===== src/rtl/crc8_serial.sv =====
// crc8_serial: bit-serial CRC-8 engine, MSB first, one message bit per clock.
// Bytes arrive over a valid/ready handshake. Each frame's CRC is presented on
// an output valid/ready handshake once the byte flagged as last has been
// fully shifted in. There is no reflection and no final XOR.
module crc8_serial #(
    parameter logic [7:0] POLY = 8'h07,
    parameter logic [7:0] INIT = 8'h00
) (
    input  logic       ck,
    input  logic       rst,
    input  logic       in_valid,
    output logic       in_ready,
    input  logic [7:0] in_data,
    input  logic       in_last,
    output logic       out_valid,
    input  logic       out_ready,
    output logic [7:0] out_crc
);

    typedef enum logic [1:0] {
        IDLE  = 2'd0,
        SHIFT = 2'd1,
        DONE  = 2'd2
    } state_t;

    state_t     state;
    state_t     state_nxt;
    logic [7:0] crc;
    logic [7:0] sh;
    logic [2:0] cnt;
    logic       last;

    logic       accept;
    logic       release_out;
    logic       fb;

    // All outputs are decoded from registers, so none of them depends
    // combinationally on an input.
    assign in_ready    = (state == IDLE);
    assign out_valid   = (state == DONE);
    assign out_crc     = crc;

    assign accept      = in_valid & in_ready;
    assign release_out = out_valid & out_ready;

    // Feedback bit: the outgoing CRC MSB combined with the next message bit.
    assign fb          = crc[7] ^ sh[7];

    // State register.
    // NOTE: sequential state uses non-blocking assignments so every register
    // samples its pre-edge value, independent of the order of statements.
    always_ff @(posedge ck or posedge rst) begin
        if (rst) begin
            state <= IDLE;
        end else begin
            state <= state_nxt;
        end
    end

    // Next-state decode: accept a byte, shift eight bits, then either return
    // for the next byte or hold the result until the consumer takes it.
    // NOTE: state_nxt gets a default before the case so that no path leaves
    // it unassigned, which would otherwise infer a latch.
    always_comb begin
        state_nxt = state;
        case (state)
            IDLE: begin
                if (accept) begin
                    state_nxt = SHIFT;
                end
            end
            SHIFT: begin
                if (cnt == 3'd7) begin
                    state_nxt = last ? DONE : IDLE;
                end
            end
            DONE: begin
                if (release_out) begin
                    state_nxt = IDLE;
                end
            end
            default: state_nxt = IDLE;
        endcase
    end

    // Datapath: load the byte on acceptance, run the LFSR one bit per cycle
    // while shifting, and re-seed the CRC once the result has been taken.
    // A reset discards any partial byte or frame.
    always_ff @(posedge ck or posedge rst) begin
        if (rst) begin
            crc  <= INIT;
            sh   <= 8'h00;
            cnt  <= 3'd0;
            last <= 1'b0;
        end else begin
            case (state)
                IDLE: begin
                    if (accept) begin
                        sh   <= in_data;
                        last <= in_last;
                        cnt  <= 3'd0;
                    end
                end
                SHIFT: begin
                    crc <= {crc[6:0], 1'b0} ^ (fb ? POLY : 8'h00);
                    sh  <= {sh[6:0], 1'b0};
                    cnt <= cnt + 3'd1;
                end
                DONE: begin
                    if (release_out) begin
                        crc <= INIT;
                    end
                end
                default: ;
            endcase
        end
    end

endmodule


===== config.mk =====
export PLATFORM = sky130hd
export DESIGN_NAME = crc8_serial
export DESIGN_NICKNAME = d
export VERILOG_FILES = /design/src/rtl/crc8_serial.sv
export SDC_FILE = /design/constraint.sdc
export NUM_CORES = 1
export LEC_CHECK = 0
export CAP_MARGIN = 20
export CORE_MARGIN = 5
export CORE_UTILIZATION = 40
export CTS_CLUSTER_DIAMETER = 120
export CTS_CLUSTER_SIZE = 20
export DETAILED_ROUTE_END_ITERATION = 10
export PLACE_DENSITY = 0.76
export SYNTH_ARGS = -nofsm -noshare
export SYNTH_HDL_FRONTEND = slang
export SYNTH_SLANG_ARGS = --single-unit

===== constraint.sdc =====
create_clock -name ck -period 1.5 [get_ports ck]
set_clock_uncertainty 0.2 [all_clocks]
set_input_delay 0.3 -clock ck [delete_from_list [all_inputs] [get_ports ck]]
set_output_delay 0.3 -clock ck [all_outputs]
set_load 0.005 [all_outputs]

# Yosys cells after proc, flatten, opt, wreduce, memory -nomap -nowiden
# Cells that the tools add are included.
# W data, S select, Z words.
dict set report classes {
  addsub 1
  n_eq_ne 6
  mux 12
  bitwise_logic 4
  reduce_logical 7
}
# cell count
set ops {}
lappend ops {{$pmux W8 S2} 2}
lappend ops {{$mux W8} 2}
lappend ops {{$mux W2} 4}
lappend ops {{$xor A8 B3 Y8} 1}
lappend ops {{$mux W3} 2}
lappend ops {{$pmux W2 S3} 1}
lappend ops {{$pmux W3 S2} 1}
lappend ops {{$reduce_and A2 Y1} 3}
lappend ops {{$ne A2 B1 Y1 const B} 2}
lappend ops {{$reduce_bool A2 Y1} 2}
lappend ops {{$add A3 B1 Y3 const B} 1}
lappend ops {{$eq A3 B3 Y1 const B} 1}
lappend ops {{$reduce_and A3 Y1} 1}
lappend ops {{$and A1 B1 Y1} 2}
lappend ops {{$eq A2 B1 Y1 const B} 1}
lappend ops {{$eq A2 B2 Y1 const B} 1}
lappend ops {{$logic_not A2 Y1} 1}
lappend ops {{$ne A2 B2 Y1 const B} 1}
lappend ops {{$xor A1 B1 Y1} 1}
dict set report word_totals {
  reg_bits 22
  in_bits 13
  out_inout_bits 10
  elab_cells 35
}

# Depth between registers and ports, before layout
dict set report depth {
  ltp_word 4
  depth_mapped 5
  depth_no_buf 4
}

# Worst setup path after synthesis
# No wires, ideal clock.
dict set report synth_path {
  path_kind {register to register}
  from {register cnt[0]}
  to {register cnt[2]}
  setup_ns 0.121
  t_arrival_ns 1.010
  required_time_ns 1.179
  slack_ns 0.169
  path_stages_with_launch 4
  path_buffers 0
  period_less_slack_ns 1.331
  cell_sequence {dfrtp_1 ha_1 ha_1 a22o_1}
}
dict set report synth_via {
  elab_chain_cells 2
}
# item line_no
set synth_rtl {}
lappend synth_rtl {{start: declaration} 30} ;# logic [2:0] cnt;
lappend synth_rtl {{start signal: assignment} 107} ;# cnt <= cnt + 3'd1;
lappend synth_rtl {{$add A3 B1 Y3} 107}
lappend synth_rtl {{$pmux W3 S2} 96} ;# case (state)
# Every way passes these cells.
# A chain may end at the register's enable or synchronous reset.

# Worst setup path after layout
dict set report layout_path {
  from {register state[0]}
  to {output out_valid}
}
dict set report layout_via {
  elab_chain_cells 1
}
# item line_no
set layout_rtl {}
lappend layout_rtl {{start: declaration} 26} ;# state_t state;
lappend layout_rtl {{start signal: assignment} 56} ;# state <= state_nxt;
lappend layout_rtl {{$eq A2 B2 Y1} 40} ;# assign out_valid = (state == DONE);
lappend layout_rtl {{end: declaration} 15} ;# output logic out_valid,
# Every way passes these cells.

==> results.sh <==
export IMPL_start_kind="flip-flop"
export IMPL_clkLatencyLatePin_ps=320
export IMPL_p_per_area_mw_per_mm2=2010
export IMPL_wl_mm=2.73
export IMPL_layout_drive_gt1_share_pct=43.3
export IMPL_antenna_cells=0
export IMPL_wire_per_inst_um=14.6
export IMPL_async_flop_share_pct=100
export IMPL_die_area_mm2=0.00379
export IMPL_synth_commonest_cells="dfrtp_1, nor2_1, a21oi_1"
export IMPL_netlist_instances=105
export IMPL_syn_area_per_cell_um2=10.1
export IMPL_peakVddDrop_v=0.00131
export IMPL_cts_tree="done"
export IMPL_min_delay_path_class="input pin to asynchronous set/reset pin"
export IMPL_reg2reg_depth=6
export IMPL_ys_flop_type="dfrtp_1"
export IMPL_root_buffer="clkbuf_4"
export IMPL_drv_slew=0
export IMPL_timing_final_crit_share_pct=106
export IMPL_dp_cells=167
export IMPL_hold_viol=0
export IMPL_dp_hpwl_mm=1.69
export IMPL_routed_via_density=5.18
export IMPL_yosys_top_cells_area="dfrtp_1, nor2_1, o22a_1, a21oi_1, nor2b_1"
export IMPL_grt_usage_pct=15.4
export IMPL_die_h_um=61.5
export IMPL_ant_nets=0
export IMPL_r2r_end="sh[7]$_DFFE_PP0P_"
export IMPL_path_clk_slew_ps=130
export IMPL_dr_total_vias=969
export IMPL_first_pass_iters=4
export IMPL_antenna_found_initial=0
export IMPL_num_io_pins=23
export IMPL_grt_max_degree=23
export IMPL_grt_pass1_wl_mm=4.32
export IMPL_instances_no_fill=187
export IMPL_yosysUniqueCellTypes=29
export IMPL_num_fill_cells=186
export IMPL_nets=173
export IMPL_synth_most_common_cell="dfrtp_1"
export IMPL_drt_initial_drc_count=32
export IMPL_violations="setup timing"
export IMPL_cp_end_kind="primary output"
export IMPL_required_ps=1000
export IMPL_p_leak_nw=0.769
export IMPL_rsz0062_at_grt="yes"
export IMPL_cts_made_buffers=3
export IMPL_r2r_start="state[0]$_DFFE_PP0P_"
export IMPL_syn_area_mm2=0.00106
export IMPL_critPathKind="flip-flop to primary output"
export IMPL_numPortBuffers=22
export IMPL_synth_largest_area_cell="dfrtp_1"
export IMPL_clockBufferDepth=2
export IMPL_cts_max_level=1
export IMPL_rows=18
export IMPL_ys_seq_area_share_pct=51.8
export IMPL_max_freq_mhz=631
export IMPL_gp_congestion=0.763
export IMPL_endpoint="out_valid"
export IMPL_synth_fp_nets=120
export IMPL_cap_violations=0
export IMPL_synth_edf_count=0
export IMPL_worst_slew_pin_transition_ps=392
export IMPL_r2r_slack_ps=-60
export IMPL_design_core_area_mm2=0.00250
export IMPL_dieWidth_um=61.5
export IMPL_grt_ovfl_total=0
export IMPL_crit_path_max_fanout=2
export IMPL_fin_crit_ps=1580
export IMPL_start_util_pct=42.5
export IMPL_grt_pass1_vias=993
export IMPL_clock_sinks=22
export IMPL_critPathArrivalTime_ps=1080
export IMPL_dpl_worst_slack_ps=-131
export IMPL_setup_viol=11
export IMPL_setup_slack_ps=-84.3
export IMPL_outcome="complete, but fails checks"
export IMPL_synth_top_area_share_pct=51.8
export IMPL_ys_ff_latch=22
export IMPL_drc=0
export IMPL_area_delta_synth_final_pct=62.3
export IMPL_maxSlewHeadroom_pct=73.8
export IMPL_cp_startpoint="state[0]$_DFFE_PP0P_"
export IMPL_yosys_warnings=0
==> per-stage QoR <==
step / utilization (%) / hold slack, ps / cell area (um^2) / power, mW / TNS, ps
2_1_floorplan: - / 89.2 / 1060 / 1.97 / 0
3_3_place_gp: 56.2 / 278 / 1410 / 2.50 / -944
3_5_place_dp: 56.2 / 293 / 1410 / 2.57 / -1290
4_1_cts: 63.4 / 126 / 1590 / 3.14 / -222
6_report: 69.0 / 112 / 1720 / 3.46 / -451
5_1_grt: 69.0 / 147 / 1720 / 3.73 / -1280
==> worst min path at each step <==
stage	from	to	slack (ps)	cells after the start
after floorplan	rst	cnt[0]$_DFFE_PP0P_	90	1
after global placement	sh[0]$_DFFE_PP0P_	sh[0]$_DFFE_PP0P_	280	1
after detailed placement	cnt[0]$_DFFE_PP0P_	cnt[0]$_DFFE_PP0P_	290	1
after CTS	rst	cnt[0]$_DFFE_PP0P_	130	3
after global routing	rst	cnt[1]$_DFFE_PP0P_	150	3
final	rst	cnt[1]$_DFFE_PP0P_	110	3
==> flip-flops by register name, indices dropped and copies added (netlist names) <==
register / count
last: 1
state: 2
out_crc: 8
sh: 8
cnt: 3
==> routing by layer <==
layer  wire length [um]  GRT usage [%]
met5                  0              0
met4                 29           3.03
met3                155           5.24
met2               1470           27.4
met1               1070           18.0
==> logic make-up (layout without fill, tap and decap cells) <==
| logic type | Yosys count | count (layout) | share of synthesized area (%) |
|---|---|---|---|
| simple gates | 39 | 39 | 16.8 |
| mux | 1 | 1 | 1.06 |
| compound gates | 29 | 29 | 20.4 |
| flops | 22 | 22 | 51.8 |
| xor+xnor | 3 | 3 | 3.18 |
| buf+inv | 9 | 61 | 4.36 |
| fa+ha+maj | 2 | 2 | 2.36 |
==> area by class of cell <==
| type | count | area (um^2) | share of cell area (%) |
|---|---|---|---|
| tap | 30 | 37.5 | 2.18 |
| multi-input combinational | 74 | 592 | 34.3 |
| clock buffer | 4 | 36.3 | 2.10 |
| sequential | 22 | 551 | 31.9 |
| timing repair buffer | 54 | 497 | 28.8 |
| inverter | 3 | 11.3 | 0.653 |
==> where the power goes <==
| part | switching (mW) | total [mW] | leakage (nW) | internal (mW) |
|---|---|---|---|---|
| registers | 0.164 | 1.04 | 0.256 | 0.875 |
| logic | 0.896 | 2.09 | 0.492 | 1.19 |
| clock network | 0.186 | 0.334 | 0.0210 | 0.149 |
| total | 1.25 | 3.46 | 0.769 | 2.22 |
==> worst max-delay path, cell delays in order, from the launching register on <==
cell,delay [ps]
dfrtp_1,430
buf_6,130
nor2_2,100
buf_2,120
==> timing repair <==
item | 4_1_cts | 5_1_grt
endpoints found under the setup margin | 13 | 31
resized for setup | 32 | 34
pin swaps | 8 | 6
hold buffers | 0 | 0
setup buffers | 13 | 3
==> cells in the final DEF, fill, tap and decap left out, types with 3 or more instances in the layout <==
cell type | synthesis | layout
dfrtp_1 | 22 | 22
buf_4 | 0 | 22
clkdlybuf4s50_1 | 0 | 12
buf_6 | 1 | 9
nor2_1 | 17 | 8
clkdlybuf4s15_1 | 0 | 8
nor2_2 | 1 | 7
a21oi_1 | 9 | 7
o22a_1 | 6 | 6
nand2_1 | 7 | 5
nor2b_1 | 6 | 5
nor2_4 | 0 | 3
inv_1 | 3 | 3
clkbuf_4 | 0 | 3
Power figures use the tool's default switching activity.
